$ cat config.mk
export PLATFORM = sky130hd
export DESIGN_NAME = string_hw_seq
export DESIGN_NICKNAME = d
export VERILOG_FILES = /design/src/rtl/string_hw_seq.sv
export SDC_FILE = /design/constraint.sdc
export NUM_CORES = 1
export LEC_CHECK = 0
export ABC_AREA = 1
export ABC_CLOCK_PERIOD_IN_PS = 21200
export BUFFER_PORTS_ARGS = -buffer_cell sky130_fd_sc_hd__buf_4
export CORE_MARGIN = 10
export CORE_UTILIZATION = 60
export DETAILED_ROUTE_END_ITERATION = 12
export HOLD_SLACK_MARGIN = 0.05
export PLACE_DENSITY = 0.95
export SLEW_MARGIN = 20
export SYNTH_ARGS = -nofsm -noshare
export SYNTH_HDL_FRONTEND = slang
export SYNTH_SLANG_ARGS = --single-unit
$ cat constraint.sdc
create_clock -name clk -period 21.2 [get_ports clk]
set_input_delay 1.06 -clock clk [delete_from_list [all_inputs] [get_ports clk]]
set_output_delay 1.06 -clock clk [all_outputs]
set_load 0.02 [all_outputs]
$ cat src/rtl/string_hw_seq.sv
// string_hw_seq: multi-mode byte-serial string coprocessor.
// Compare, case conversion and find-char over up to MAX_LEN bytes.
module string_hw_seq #(
  parameter int MAX_LEN = 16,
  parameter int LEN_W   = $clog2(MAX_LEN + 1)
) (
  input  logic                 clk,
  input  logic                 reset,
  input  logic                 go,
  input  logic [2:0]           index,
  input  logic [8*MAX_LEN-1:0] A,
  input  logic [8*MAX_LEN-1:0] B,
  input  logic [LEN_W-1:0]     lengthA,
  input  logic [LEN_W-1:0]     lengthB,
  output logic                 done,
  output logic                 busy,
  output logic                 error,
  output logic [8*MAX_LEN-1:0] result,
  output logic [LEN_W-1:0]     count
);

  localparam int W = 8 * MAX_LEN;

  typedef enum logic [1:0] {
    IDLE,
    LATCH,
    RUN,
    DONE
  } state_t;

  state_t           state;
  logic [W-1:0]     ra;
  logic [W-1:0]     rb;
  logic [LEN_W-1:0] rla;
  logic [LEN_W-1:0] rlb;
  logic [2:0]       ridx;
  logic [LEN_W-1:0] p;

  logic [7:0] a_byte;
  logic [7:0] b_byte;
  logic [7:0] nb;
  logic       is_up;
  logic       is_lo;
  logic       last;
  logic       bad;

  // Select byte p of the latched operands.
  always_comb begin
    a_byte = '0;
    b_byte = '0;
    for (int k = 0; k < MAX_LEN; k++) begin
      if (p == LEN_W'(k)) begin
        a_byte = ra[8*(MAX_LEN-1-k) +: 8];
        b_byte = rb[8*(MAX_LEN-1-k) +: 8];
      end
    end
  end

  // Per-byte case transform for modes 1-3.
  always_comb begin
    is_up = (a_byte >= 8'h41) && (a_byte <= 8'h5a);
    is_lo = (a_byte >= 8'h61) && (a_byte <= 8'h7a);
    nb    = a_byte;
    unique case (ridx)
      3'd1:    if (is_lo) nb = a_byte - 8'd32;
      3'd2:    if (is_up) nb = a_byte + 8'd32;
      3'd3:    if (is_up || is_lo) nb = a_byte ^ 8'h20;
      default: nb = a_byte;
    endcase
  end

  // Latch-time validity check and last-byte detect.
  always_comb begin
    last = (p == rla - LEN_W'(1));
    bad  = (index > 3'd4)
        || (lengthA > LEN_W'(MAX_LEN))
        || ((index == 3'd0) && (lengthB > LEN_W'(MAX_LEN)));
  end

  // Control FSM with registered outputs.
  always_ff @(posedge clk or posedge reset) begin
    if (reset) begin
      state  <= IDLE;
      ra     <= '0;
      rb     <= '0;
      rla    <= '0;
      rlb    <= '0;
      ridx   <= '0;
      p      <= '0;
      done   <= 1'b0;
      busy   <= 1'b0;
      error  <= 1'b0;
      result <= '0;
      count  <= '0;
    end else begin
      unique case (state)
        IDLE: begin
          if (go) begin
            state <= LATCH;
            busy  <= 1'b1;
          end
        end
        LATCH: begin
          ra     <= A;
          rb     <= B;
          rla    <= lengthA;
          rlb    <= lengthB;
          ridx   <= index;
          p      <= '0;
          result <= '0;
          count  <= '0;
          error  <= 1'b0;
          if (bad) begin
            error <= 1'b1;
            state <= DONE;
            busy  <= 1'b0;
            done  <= 1'b1;
          end else if (lengthA == '0) begin
            if (index == 3'd0) result <= W'(lengthB == '0);
            if (index == 3'd4) count <= '1;
            state <= DONE;
            busy  <= 1'b0;
            done  <= 1'b1;
          end else begin
            state <= RUN;
          end
        end
        RUN: begin
          p     <= p + LEN_W'(1);
          count <= count + LEN_W'(1);
          unique case (ridx)
            3'd0: begin
              if (rla != rlb) begin
                count <= '0;
                state <= DONE;
              end else if (a_byte != b_byte) begin
                count <= p;
                state <= DONE;
              end else if (last) begin
                result <= W'(1);
                state  <= DONE;
              end
            end
            3'd4: begin
              if (a_byte == rb[W-1 -: 8]) begin
                count <= p;
                state <= DONE;
              end else if (last) begin
                count <= '1;
                state <= DONE;
              end
            end
            default: begin
              for (int k = 0; k < MAX_LEN; k++) begin
                if (p == LEN_W'(k)) result[8*(MAX_LEN-1-k) +: 8] <= nb;
              end
              if (last) state <= DONE;
            end
          endcase
          if ((ridx == 3'd0 && (rla != rlb || a_byte != b_byte)) ||
              (ridx == 3'd4 && a_byte == rb[W-1 -: 8]) || last) begin
            busy <= 1'b0;
            done <= 1'b1;
          end
        end
        DONE: begin
          if (!go) begin
            state <= IDLE;
            done  <= 1'b0;
          end
        end
        default: state <= IDLE;
      endcase
    end
  end

endmodule
==> run_results.csv <==
group,metric,value,unit
run_status,status,"complete, no violations",
final_layout,layout_commonest_cell,"nand2_1",
timing,slew_headroom,24.3,%
logic_synthesis,yosysWarnings,0,
timing,worst_slew_pin_slew,1.14,ns
final_layout,syn2layout_area_growth,22.8,%
logic_synthesis,synth_top_area_share,50.9,%
global_route,gr-total-overflow,0,
drt,vias_per_cell,5.70,
timing,timing.hold.ws,0.470,ns
timing,finalCritPeriodShare,25.3,%
critical_path,max_stage_delay,0.66,ns
drt,vias,20000,
critical_path,worst_path_dominant_cell_family,"simple AND/OR/NAND/NOR gates",
logic_synthesis,ys_types,40,
timing,setup_tns,0,ns
drt,firstDrtPassIters,7,
global_route,antenna_found_initial,0,
place,post-dp-hpwl,51600,um
timing,finClkSkew,0.0296,ns
logic_synthesis,synth_area_leaders,"dfrtp_1, nand2_1, o21ai_0, inv_1, nand3_1",
global_route,grt.met2_usage,54.3,%
clock_tree,ctsResizeCount,0,
critical_path,worst_setup_path_end_kind,"flop",
floorplanning,row_count,67,
global_route,grt_max_degree,117,
global_route,grt-busiest-layer,"met2",
logic_synthesis,async_reset_ff_share,100,%
clock_tree,clkSlewWorstSetupHoldPaths,0.07,ns
power_and_ir_drop,vdd_drop_max,0.0967,mV
clock_tree,hold_buffers,0,
logic_synthesis,synth-seq-cells,412,
final_layout,layout_common_cells,"nand2_1, buf_4, dfrtp_1",
logic_synthesis,synth-seq-area-share,50.9,%
logic_synthesis,synth_ff_type,"dfrtp_1",
logic_synthesis,avgSynthCellArea,7.52,um^2
logic_synthesis,synth.largest_area_cell,"dfrtp_1",
logic_synthesis,synth_area,20300,um^2
drt,ant_nets,0,
critical_path,cp_num_buf_inv,5,
drt,wl_per_cell,20.3,um
place,pre_cts_ws,15.99,ns
critical_path,worst_ep_required_time,21.63,ns
timing,fin_crit,5.36,ns
drt,drt_wl_total,71200,um
logic_synthesis,synth-edff-count,0,
clock_tree,cts_tree,"done",
min_path,hp-class,"reg -> reg",
flow_run,max_cap_viol_count,0,
place,finalWeightedCongestion,0.961,
critical_path,worst-path-max-fanout,32,
power_and_ir_drop,p_per_area,168,nW/um^2
critical_path,crit_path_start_kind,"flop",
final_layout,nNetsFinal,3319,
place,io_buffers,407,
min_path,hold_depth,2,
timing,max_freq,0.187,GHz
final_layout,final_layout_size_suffix_gt1_share,18.5,%
critical_path,crit_arrival,5.79,ns
place,place_inst,3437,
floorplanning,core_area,33400,um^2
floorplanning,fp.dieW,204,um
clock_tree,clock_path_buffers,3,
critical_path,reg2reg_depth,28,
global_route,use_met3,7.54,%
final_layout,fin_cells,3515,
logic_synthesis,synth.net_count,2980,
global_route,use_met1,40.1,%
clock_tree,cts-root-buf,"clkbuf_16",
clock_tree,htreeDepth,2,
clock_tree,clock-sinks,412,
global_route,first_global_vias,20200,
drt,drcViolationCount,0,
timing,rsz0062_at_grt,"no",
power_and_ir_drop,leakage,13.3,nW
critical_path,crit_type,"reg -> reg",
final_layout,antenna_cells,0,
critical_path,crit_cells,28,
floorplanning,io_pins,408,
timing,setup_ws,15.84,ns
timing,drv_slew,0,
floorplanning,die_area,41500,um^2
global_route,grt_usage,33.4,%
final_layout,utilization,74.4,%
timing,hold_viol,0,
logic_synthesis,synth_cells,2695,
floorplanning,die_y,204,um
timing,setup_viol,0,
floorplanning,initial_utilization,60.6,%
critical_path,cpMaxStageDelayCell,"nand2_1",
clock_tree,numCtsBuffers,43,
global_route,grt_pass1_wl,110000,um
clock_tree,cts_setup_buffers,0,
drt,drt_iter0_drc,2329,
critical_path,path_common_cell,"nand2_1",
clock_tree,clock_latency,0.55,ns
## where the power goes
part	internal (mW)	switching (mW)
clock	0.453	0.324
combinational	0.606	1.45
sequential	1.14	0.210
## layout make-up
type                            instances  area [um^2]
Sequential cell                       412        10300
Fill cell                            2422         8570
Multi-Input combinational cell       1825         8140
Timing Repair Buffer                  421         3160
Inverter                              331         1250
Clock buffer                           58         1210
Tap cell                              448          561
Clock inverter                         20          239
## state kept, by name (all words and copies together) (netlist names)
name,cells
rla,5
state,2
p,5
rb,128
count,5
busy,1
ra,128
rlb,5
result,128
done,1
ridx,3
error,1
## worst paths after layout
| kind | from | end | slack (ns) |
|---|---|---|---|
| hold reg to reg | rb[22]$_DFFE_PP0P_ | rb[22]$_DFFE_PP0P_ | 0.47 |
| hold / removal | rb[22]$_DFFE_PP0P_ | rb[22]$_DFFE_PP0P_ | 0.47 |
| min in group asynchronous | reset | state[1]$_DFFE_PP0P_ | 0.68 |
| setup / recovery | p[1]$_DFFE_PP0N_ | result[4]$_DFFE_PP0P_ | 15.84 |
| max in group asynchronous | reset | result[127]$_DFFE_PP0P_ | 18.12 |
| setup reg to reg | p[1]$_DFFE_PP0N_ | result[4]$_DFFE_PP0P_ | 15.84 |
## cell usage after synthesis (all sizes together) (2+ instances only)
library cell  number
o21a               2
o211ai             3
nand4             11
a21oi             31
o21ai            339
xnor2              4
nand3            168
a211oi             2
buf               27
clkbuf           100
clkinv             3
nor3               4
nand2           1138
o21bai             2
xor2               9
nand3b             4
nor2              85
nor4               3
ha                13
a21boi             2
dfrtp            412
inv              328
## cells by family (layout without fill, tap and decap cells)
| kind of cell | Yosys count | after routing | share of synthesized area (%) |
|---|---|---|---|
| and+or+nand+nor | 1415 | 1415 | 28.9 |
| adders and majority gates | 13 | 13 | 0.803 |
| buffers and inverters | 458 | 830 | 9.01 |
| xor gates and xnor gates | 13 | 13 | 0.562 |
| DFF | 412 | 412 | 50.9 |
| AOI/OAI and AO/OA | 384 | 384 | 9.81 |
## metal layers
| metal | vias to the layer above | part of all wire (%) |
|---|---|---|
| met3 | 290 | 9.8 |
| li1 | 9016 | - |
| met5 | - | 0 |
| met2 | 1287 | 47 |
| met1 | 9425 | 37 |
| met4 | 0 | 6.2 |
## metrics by stage
step                      cell area, um^2  power (mW)
after global placement              23400        3.26
after global routing                24900        4.46
final                               24900        4.19
after floorplan                     20300        2.68
after CTS                           24900        4.14
after detailed placement            23400        3.34
## worst reg2reg max path: cells and delay by family (launching register included)
kind                     cells  cell delay (ns)
AO/OA/AOI/OAI                2             0.72
adder cells (fa/ha/maj)      1             0.21
buffers and inverters        5             0.63
flip-flops                   1             0.44
AND/OR/NAND/NOR             20             3.25
Power figures use the tool's default switching activity.
